[src/rtl/cubic_res_writeback_pkg.sv]
// Shared defaults and FSM encoding for the result writeback block.
package cubic_res_writeback_pkg;

  localparam int SIZE_DEF       = 8;
  localparam int DATA_WID_DEF   = 16;
  localparam int ADDR_WID_DEF   = 12;
  localparam int FIFO_DEPTH_DEF = 4;
  localparam int BEATS_WID      = 12;

  typedef enum logic [1:0] {
    ST_IDLE  = 2'd0,
    ST_PACK  = 2'd1,
    ST_DRAIN = 2'd2
  } wb_state_t;

endpackage

[src/rtl/wb_fifo.sv]
// Generic synchronous FIFO: registered head, push accepted when not full or when popping the same cycle.
// Pop on empty and push on full-without-pop are ignored; the caller decides what a refused push means.
module wb_fifo #(
  parameter int WIDTH = 8,
  parameter int DEPTH = 4
) (
  input  logic             clock,
  input  logic             rst,
  input  logic             push,
  input  logic [WIDTH-1:0] wdata,
  input  logic             pop,
  output logic [WIDTH-1:0] rdata,
  output logic             full,
  output logic             empty
);

  localparam int AW = $clog2(DEPTH);
  localparam logic [AW:0] PTR_ONE = (AW+1)'(1);

  logic [WIDTH-1:0] mem [DEPTH];
  logic [AW:0]      wr_ptr;
  logic [AW:0]      rd_ptr;
  logic             do_push;
  logic             do_pop;

  // Extra pointer bit distinguishes full from empty when the indices match.
  assign empty   = (wr_ptr == rd_ptr);
  assign full    = (wr_ptr[AW] != rd_ptr[AW]) && (wr_ptr[AW-1:0] == rd_ptr[AW-1:0]);
  assign do_pop  = pop && !empty;
  assign do_push = push && (!full || do_pop);
  assign rdata   = mem[rd_ptr[AW-1:0]];

  always_ff @(posedge clock or posedge rst) begin
    if (rst) begin
      wr_ptr <= '0;
      rd_ptr <= '0;
    end else begin
      if (do_push) wr_ptr <= wr_ptr + PTR_ONE;
      if (do_pop)  rd_ptr <= rd_ptr + PTR_ONE;
    end
  end

  always_ff @(posedge clock) begin
    if (do_push) mem[wr_ptr[AW-1:0]] <= wdata;
  end

endmodule

[src/rtl/cubic_res_writeback.sv]
// Packs result beat pairs into double-width words and writes them to the output buffer; a word pushed
// on cycle N is offered on N+1. No backpressure upstream: a full FIFO drops the word and flags ovf_err.
module cubic_res_writeback
  import cubic_res_writeback_pkg::*;
#(
  parameter int SIZE       = SIZE_DEF,
  parameter int DATA_WID   = DATA_WID_DEF,
  parameter int ADDR_WID   = ADDR_WID_DEF,
  parameter int FIFO_DEPTH = FIFO_DEPTH_DEF
) (
  input  logic                       clock,
  input  logic                       rst,
  input  logic                       tile_start,
  input  logic [11:0]                tile_beats,
  input  logic [ADDR_WID-1:0]        base_addr,
  input  logic                       res_valid,
  input  logic [DATA_WID*SIZE-1:0]   res_pool,
  output logic                       wr_valid,
  input  logic                       wr_ready,
  output logic [ADDR_WID-1:0]        wr_addr,
  output logic [2*DATA_WID*SIZE-1:0] wr_data,
  output logic                       busy,
  output logic                       tile_done,
  output logic                       ovf_err
);

  localparam int BW = DATA_WID * SIZE;
  localparam int WW = 2 * BW;
  localparam int FW = ADDR_WID + WW;

  wb_state_t             state;
  wb_state_t             state_nxt;
  logic [BEATS_WID-1:0]  beats_m1;
  logic [BEATS_WID-1:0]  beat_cnt;
  logic [BW-1:0]         low_q;
  logic [ADDR_WID-1:0]   push_addr;
  logic                  beat_in;
  logic                  last_beat;
  logic                  push;
  logic                  pop;
  logic                  fifo_full;
  logic                  fifo_empty;
  logic [WW-1:0]         push_word;
  logic [FW-1:0]         fifo_head;

  assign beat_in   = (state == ST_PACK) && res_valid;
  assign last_beat = (beat_cnt == beats_m1);
  // Beat counter bit 0 doubles as the half flag: set means a low half is being held.
  assign push      = beat_in && (beat_cnt[0] || last_beat);
  assign push_word = beat_cnt[0] ? {res_pool, low_q} : {{BW{1'b0}}, res_pool};
  assign pop       = wr_valid && wr_ready;

  always_comb begin
    state_nxt = state;
    tile_done = 1'b0;
    case (state)
      ST_IDLE:  if (tile_start) state_nxt = ST_PACK;
      ST_PACK:  if (beat_in && last_beat) state_nxt = ST_DRAIN;
      ST_DRAIN: begin
        if (fifo_empty) begin
          state_nxt = ST_IDLE;
          tile_done = 1'b1;
        end
      end
      default:  state_nxt = ST_IDLE;
    endcase
  end

  always_ff @(posedge clock or posedge rst) begin
    if (rst) begin
      state     <= ST_IDLE;
      beats_m1  <= '0;
      beat_cnt  <= '0;
      low_q     <= '0;
      push_addr <= '0;
      ovf_err   <= 1'b0;
    end else begin
      state <= state_nxt;
      if (state == ST_IDLE && tile_start) begin
        beats_m1  <= (tile_beats == 12'd0) ? 12'd0 : tile_beats - 12'd1;
        beat_cnt  <= '0;
        push_addr <= base_addr;
        ovf_err   <= 1'b0;
      end
      if (beat_in) begin
        beat_cnt <= beat_cnt + 12'd1;
        if (!beat_cnt[0]) low_q <= res_pool;
      end
      // Address advances on every packed word, dropped or not, so later words keep their slots.
      if (push) begin
        push_addr <= push_addr + ADDR_WID'(1);
        if (fifo_full && !pop) ovf_err <= 1'b1;
      end
    end
  end

  wb_fifo #(
    .WIDTH (FW),
    .DEPTH (FIFO_DEPTH)
  ) u_fifo (
    .clock (clock),
    .rst   (rst),
    .push  (push),
    .wdata ({push_addr, push_word}),
    .pop   (pop),
    .rdata (fifo_head),
    .full  (fifo_full),
    .empty (fifo_empty)
  );

  assign wr_valid = !fifo_empty;
  assign wr_addr  = wr_valid ? fifo_head[FW-1 -: ADDR_WID] : '0;
  assign wr_data  = wr_valid ? fifo_head[WW-1:0] : '0;
  assign busy     = (state != ST_IDLE);

endmodule

[config.mk]
export PLATFORM = sky130hd
export DESIGN_NAME = cubic_res_writeback
export DESIGN_NICKNAME = d
export VERILOG_FILES = /design/src/rtl/cubic_res_writeback_pkg.sv /design/src/rtl/wb_fifo.sv /design/src/rtl/cubic_res_writeback.sv
export SDC_FILE = /design/constraint.sdc
export NUM_CORES = 1
export LEC_CHECK = 0
export CORE_UTILIZATION = 45
export DETAILED_ROUTE_END_ITERATION = 8
export PLACE_DENSITY = 0.74
export REMOVE_ABC_BUFFERS = 1
export SLEW_MARGIN = 10
export SYNTH_ARGS = -nofsm -noshare
export SYNTH_HDL_FRONTEND = slang
export SYNTH_HIERARCHICAL = 1
export SYNTH_SLANG_ARGS = --single-unit
[constraint.sdc]
create_clock -name clock -period 8.1 [get_ports clock]
set_input_delay 0.81 -clock clock [delete_from_list [all_inputs] [get_ports clock]]
set_output_delay 0.81 -clock clock [all_outputs]
set_load 0.03 [all_outputs]
==> results.json, run 1 <==
{
  "outcome": "finished, final reports clean",
  "drv_cap": 0,
  "ys_seq_elements": 1245,
  "switching_share_pct": 35.59,
  "max_freq_mhz": 180.9,
  "post_cts_buffers": 0,
  "yosysSeqAreaShare_pct": 72.80,
  "grtUsageMet3_pct": 4.164,
  "antenna_left": 0,
  "comb_power_share_pct": 43.0,
  "r2r-start": "u_fifo/rd_ptr[0]$_DFFE_PP0P_",
  "clockBufferDepth": 3,
  "grt_pass1_wl_mm": 154.8,
  "avgSynthCellArea_um2": 19.83,
  "io_buffers": 428,
  "crit_type": "reg2out",
  "startpoint_type": "flop",
  "drt_iter0_markers": 1790,
  "syn-cell-area_mm2": 0.05016,
  "worstReg2RegEnd": "u_fifo/mem[2][48]$_DFFE_PP_",
  "synth_cells": 2530,
  "worst_pin_slew_ps": 1422,
  "post-route-period-util_pct": 68.26,
  "p_int_w": 0.01737,
  "die_h_um": 335.9,
  "dp_hpwl_mm": 57.88,
  "maxSlewViolCount": 0,
  "crit_arrival_ps": 4720,
  "synth_warnings": 6,
  "core_area_mm2": 0.1105,
  "syn2layout_area_growth_pct": 20.27,
  "reg2reg_slack_ps": 3780,
  "cp_max_fo": 60,
  "clk_latency_ps": 720,
  "grtUsageMet2_pct": 29.41,
  "leakage_nw": 20.18,
  "die_w_um": 335.9,
  "cts_resized": 0,
  "start_util_pct": 45.39,
  "p_per_area_mw_per_mm2": 447.1,
  "yosys-top-cells-area": "edfxtp_1, mux4_2, dfrtp_1, mux2_2, nor2b_1",
  "power_switching_w": 0.009600,
  "path_clk_slew_ps": 60,
  "routed_wl_mm": 102.5,
  "drc": 0,
  "viasPerCell": 5.374,
  "clkSinkCount": 1245,
  "finalHoldViolCount": 0,
  "grt_start_max_net_pins": 173,
  "fin_worst_skew_ps": 29.37,
  "grtUsageTotal_pct": 18.29,
  "place_congestion": 0.7419,
  "top_usage_layer": "met2",
  "grt_overflow": 0,
  "endpoint": "wr_data[79]",
  "utilization_pct": 54.59,
  "yosysUniqueCellTypes": 60,
  "synthArstFlopShare_pct": 13.90,
  "yosysTopAreaCellShare_pct": 64.17,
  "worstSetupEndpointType": "output port",
  "r2r_cells": 6,
  "drt_pass1_iterations": 5,
  "cts_root_buffer": "clkbuf_16",
  "num_rows": 122,
  "nets": 3145,
  "slew_headroom_pct": 5.206,
  "vias": 24590,
  "pwr-share-clk_pct": 21.8,
  "crit_required_ps": 7290,
  "period_minus_slack_ps": 5529,
  "startpoint": "u_fifo/rd_ptr[1]$_DFFE_PP0P_",
  "synth_edf_count": 1072,
  "wire_per_inst_um": 22.40,
  "ctsHoldBuffers": 0,
  "htree_levels": 4,
  "first_global_vias": 25190,
  "cts_buffers": 131,
  "hp-class": "reg2reg",
  "cts_tree": "yes",
  "fin_tns_setup_ps": 0,
  "ir_drop_mv": 0.3920,
  "synth_area_leader_cell": "edfxtp_1",
  "antenna_found_initial": 9,
  "p_seq_share_pct": 35.1,
  "synthFlopType": "edfxtp_1",
  "dieArea_mm2": 0.1128,
  "ioPinCount": 429,
  "grt_setup_unrepaired": "no",
  "drive_gt1_share_pct": 25.28,
  "setup_viol": 0,
  "gr-usage-met1_pct": 24.84
}
## Yosys cell counts, types with 3 or more instances
cell type     n
ha_1          9
buf_6         4
edfxtp_1   1072
buf_4        22
mux4_2      268
clkbuf_1     69
nor2_1       14
xnor2_1      12
nor2b_1     270
buf_2        44
mux2i_1       3
dfrtp_1     173
nand4_1       7
o41ai_1       3
a21oi_1       5
mux2_2      256
nand2_1      35
and2_1      131
nand3_1       8
inv_1        16
o21ai_0      11
and3_1        6
o211ai_1      3
nor4_1        3
nor3_1        6
xor2_1       16
a221o_1       6
o21ai_2      10
nand2b_1      5
## metrics by stage
stage / worst slack, ps / cells / hold WS, ps / cell area, µm² / total power, W
final: 2571 / 4576 / 499.6 / 60330 / 0.02697
after global routing: 2355 / 4575 / 514.0 / 60330 / 0.02821
after CTS: 2372 / 4573 / 502.9 / 60320 / 0.02735
after detailed placement: 3204 / 4334 / 489.7 / 56030 / 0.02137
after global placement: 3227 / 4334 / 482.9 / 56030 / 0.02118
after floorplan: -24640 / 2389 / 464.6 / 49460 / 0.01723
## cell usage in the layout, fill, tap and decap left out, drive strengths merged, types with 3 or more instances in the layout
cell type      synthesis  final
nor3                   7      7
bufinv                 0      6
nor4                   3      3
o41ai                  6      6
nand3                  8      8
diode                  0      3
nand2b                 5      5
clkinv                 1     31
xnor2                 12     12
nand2                 35     35
buf                   72     29
inv                   16     24
ha                     9      9
o21ai                 23     23
clkbuf                69    194
or3                    3      3
nor2b                270    270
edfxtp              1072   1072
o311ai                 3      3
a221o                  6      6
and3                   6      6
xor2                  18     18
mux2                 258    258
and2                 131    131
o31ai                  3      3
a21oi                  5      5
o211ai                 3      3
mux2i                  3      3
nand4                  7      7
mux4                 268    268
clkdlybuf4s50          0    428
dfrtp                173    173
nor2                  15     15
## critical path, stage by stage (launching register included)
cell and delay (ps):
dfrtp_4 860, buf_4 810, buf_4 870, mux4_2 350, nor2b_1 290, clkdlybuf4s50_1 750
## sequential cells by signal, summed over array words and instances (netlist names)
signal,count
beat_cnt,12
push_addr,12
ovf_err,1
low_q,128
u_fifo/wr_ptr,3
u_fifo/rd_ptr,3
state,2
beats_m1,12
u_fifo/mem,1072
## metal layers
metal  share of wire [%]  vias to the layer above
li1                    -                    10860
met4                 2.2                        6
met2                  49                      710
met5               0.034                        -
met1                  42                    12860
met3                 6.2                      148
## power groups by stage
stage | sequential (W) | combinational, W | clock, W
floorplan | 0.0101 | 0.00716 | 0
global placement | 0.00954 | 0.0116 | 0
detailed placement | 0.00962 | 0.0118 | 0
CTS | 0.00950 | 0.0118 | 0.00603
global route | 0.00962 | 0.0123 | 0.00629
finish | 0.00948 | 0.0116 | 0.00589
## worst min-delay path by stage
stage	from	endpoint	slack, ps	cells past startpoint
after global placement	low_q[13]$_DFFE_PP0P_	low_q[13]$_DFFE_PP0P_	480	1
final	low_q[22]$_DFFE_PP0P_	low_q[22]$_DFFE_PP0P_	500	1
after floorplan	beat_cnt[11]$_DFFE_PP0P_	beat_cnt[11]$_DFFE_PP0P_	460	1
after CTS	beats_m1[0]$_DFFE_PP0P_	beats_m1[0]$_DFFE_PP0P_	500	2
after detailed placement	low_q[124]$_DFFE_PP0P_	low_q[124]$_DFFE_PP0P_	490	1
after global routing	low_q[117]$_DFFE_PP0P_	low_q[117]$_DFFE_PP0P_	510	1
## layout make-up
class	instances	area, µm²
tap	1488	1862
clock inverter	45	456.7
inverter	17	83.83
sequential	1245	36530
fill	8443	50190
timing repair buffer	457	4652
multi-input combinational	1127	12900
clock buffer	194	3831
antenna	3	7.507
## cell families (layout without fill, tap and decap cells)
group,Yosys count,in the layout,share of synthesized area [%]
fa+ha+maj,9,9,0.2245
simple gates,499,499,6.014
xor+xnor,30,30,0.5762
flops,1245,1245,72.80
buf+inv,158,713,1.527
compound gates,60,60,0.9703
mux,529,529,17.88
other cells,0,3,0
Note: power is estimated with default switching activity, not from simulation.
==> run 2, diff against run 1 <==
==> constraint.sdc (replaced) <==
create_clock -name clock -period 4.45 [get_ports clock]
set_input_delay 0.445 -clock clock [delete_from_list [all_inputs] [get_ports clock]]
set_output_delay 0.445 -clock clock [all_outputs]
set_load 0.03 [all_outputs]
==> run 2 against run 1 <==
Final cell count increased by 0.42%. Clock power up 75%. Critical path depth rose by 1. Hold slack got worse by 280 ps. Via count down 0.26%. Critical path type unchanged. Largest cell class unchanged.
==> results.json, run 2 (synthesized netlist as in run 1, its figures left out) <==
{
  "cts_resized": 0,
  "top_usage_layer": "met2",
  "post_cts_buffers": 0,
  "fillerInstances": 8436,
  "die_w_um": 335.9,
  "routed_wl_mm": 104.7,
  "num_rows": 122,
  "grtUsageMet2_pct": 30.88,
  "dieArea_mm2": 0.1128,
  "grt_overflow": 0,
  "fin_tns_setup_ps": 0,
  "most-common-layout-cells": "edfxtp_1, clkdlybuf4s50_1, nor2b_1, mux4_2, mux2_2",
  "syn2layout_area_growth_pct": 20.81,
  "slowest_delay_ps": 680,
  "grtUsageMet3_pct": 3.564,
  "grt_setup_unrepaired": "no",
  "path_clk_slew_ps": 60,
  "dp_hpwl_mm": 61.92,
  "ioPinCount": 429,
  "p_per_area_mw_per_mm2": 809.5,
  "reg2reg_slack_ps": 980,
  "p_seq_share_pct": 34.7,
  "cts_tree": "yes",
  "vias": 24530,
  "cts_buffers": 121,
  "gr-usage-met1_pct": 25.60,
  "io_buffers": 428,
  "grt_start_max_net_pins": 126,
  "hp-class": "in2async",
  "comb_power_share_pct": 44.2,
  "ir_drop_mv": 0.6913,
  "crit_chain": "xor2_2 -> nor3_2 -> buf_12 -> inv_1 -> nor2_1 -> clkdlybuf4s50_1",
  "finalHoldViolCount": 0,
  "wire_per_inst_um": 22.78,
  "startpoint_type": "flop",
  "total_power_w": 0.04905,
  "die_h_um": 335.9,
  "worstReg2RegEnd": "u_fifo/mem[2][143]$_DFFE_PP_",
  "drt_pass1_iterations": 5,
  "setup_viol": 0,
  "core_area_mm2": 0.1105,
  "final_cells": 4595,
  "clockBufferDepth": 3,
  "largest_reg_flops": 1072,
  "r2r_cells": 6,
  "clkSinkCount": 1245,
  "viasPerCell": 5.338,
  "power_switching_w": 0.01760,
  "slew_headroom_pct": 29.12,
  "maxSlewViolCount": 0,
  "worstSetupEndpointType": "output port",
  "dp_cells": 4363,
  "nets": 3164,
  "grt_pass1_wl_mm": 158.1,
  "antenna_left": 0,
  "slowest_stage": "clkdlybuf4s50_1",
  "crit_arrival_ps": 3520,
  "ctsHoldBuffers": 0,
  "grtUsageTotal_pct": 18.69,
  "crit_required_ps": 4010,
  "cp_max_fo": 114,
  "pwr-share-clk_pct": 21.1,
  "antenna_found_initial": 6,
  "mostFrequentLayoutCell": "edfxtp_1",
  "max_freq_mhz": 252.3,
  "outcome": "finished, final reports clean",
  "setup_ws_ps": 486.3,
  "start_util_pct": 45.39,
  "drv_cap": 0,
  "period_minus_slack_ps": 3964,
  "leakage_nw": 20.29,
  "cts_root_buffer": "clkbuf_16",
  "place_congestion": 0.7555,
  "fin_worst_skew_ps": 15.72,
  "post-route-period-util_pct": 89.07,
  "crit_type": "reg2out",
  "switching_share_pct": 35.88,
  "htree_levels": 3,
  "place_ws_ps": 598.4,
  "first_global_vias": 25600,
  "p_int_w": 0.03145,
  "worst_pin_slew_ps": 1063,
  "drt_iter0_markers": 1591,
  "r2r-start": "u_fifo/rd_ptr[0]$_DFFE_PP0P_",
  "drive_gt1_share_pct": 25.95,
  "drc": 0,
  "clk_latency_ps": 710
}
run 2: changes by cell type in the layout (fill, tap and decap cells not counted), moves of 4 or more:
cell	delta
buf_12	+21
clkbuf_16	-14
buf_4	+12
bufinv_16	+4
clkdlybuf4s50_1	-4
clkinv_1	-4
clkinvlp_4	+4
run 2: worst max path at each step:
| stage | cells past startpoint | start | to | slack, ps |
|---|---|---|---|---|
| after floorplan | 5 | u_fifo/rd_ptr[0]$_DFFE_PP0P_ | u_fifo/mem[0][0]$_DFFE_PP_ | -28290 |
| after global placement | 10 | res_valid | u_fifo/mem[3][163]$_DFFE_PP_ | 680 |
| after detailed placement | 8 | res_valid | u_fifo/mem[2][46]$_DFFE_PP_ | 600 |
| after CTS | 4 | u_fifo/rd_ptr[0]$_DFFE_PP0P_ | wr_data[117] | 370 |
| after global routing | 4 | u_fifo/rd_ptr[0]$_DFFE_PP0P_ | wr_data[130] | 260 |
| final | 6 | u_fifo/rd_ptr[0]$_DFFE_PP0P_ | tile_done | 490 |
run 2: per-layer routing:
metal | vias up | share of wire, %
li1 | 10910 | -
met5 | - | 0.044
met4 | 8 | 2.0
met2 | 688 | 50
met3 | 145 | 5.9
met1 | 12770 | 42
run 2: worst max-delay path: cells and delay by family (launching register included):
family                    cells  cell delay, ps
buffers and inverters         3            1270
DFF                           1             570
xor gates and xnor gates      1             260
and+or+nand+nor               2             660
run 2: power groups by stage:
stage / sequential, W / clock (W) / combinational [W]
final: 0.0170 / 0.0103 / 0.0217
after floorplan: 0.0180 / 0 / 0.00989
after CTS: 0.0171 / 0.0106 / 0.0221
after global placement: 0.0171 / 0 / 0.0218
after global routing: 0.0173 / 0.0110 / 0.0230
after detailed placement: 0.0173 / 0 / 0.0220
run 2: through the flow:
stage,utilization (%),hold WS [ps],cell area (µm²)
6_report,54.83,224.4,60600
5_1_grt,54.83,204.6,60600
4_1_cts,54.83,169.3,60600
3_5_place_dp,51.13,488.9,56500
3_3_place_gp,51.13,482.2,56500
2_1_floorplan,-,236.0,49460
run 2: area by class of cell:
cell class | instances | area [µm²] | share of cell area, %
Antenna cell | 1 | 2.502 | 0.004130
Clock buffer | 183 | 3492 | 5.763
Clock inverter | 48 | 600.6 | 0.9911
Inverter | 17 | 83.83 | 0.1383
Multi-Input combinational cell | 1127 | 12900 | 21.29
Sequential cell | 1245 | 36530 | 60.28
Tap cell | 1488 | 1862 | 3.072
Timing Repair Buffer | 486 | 5122 | 8.453
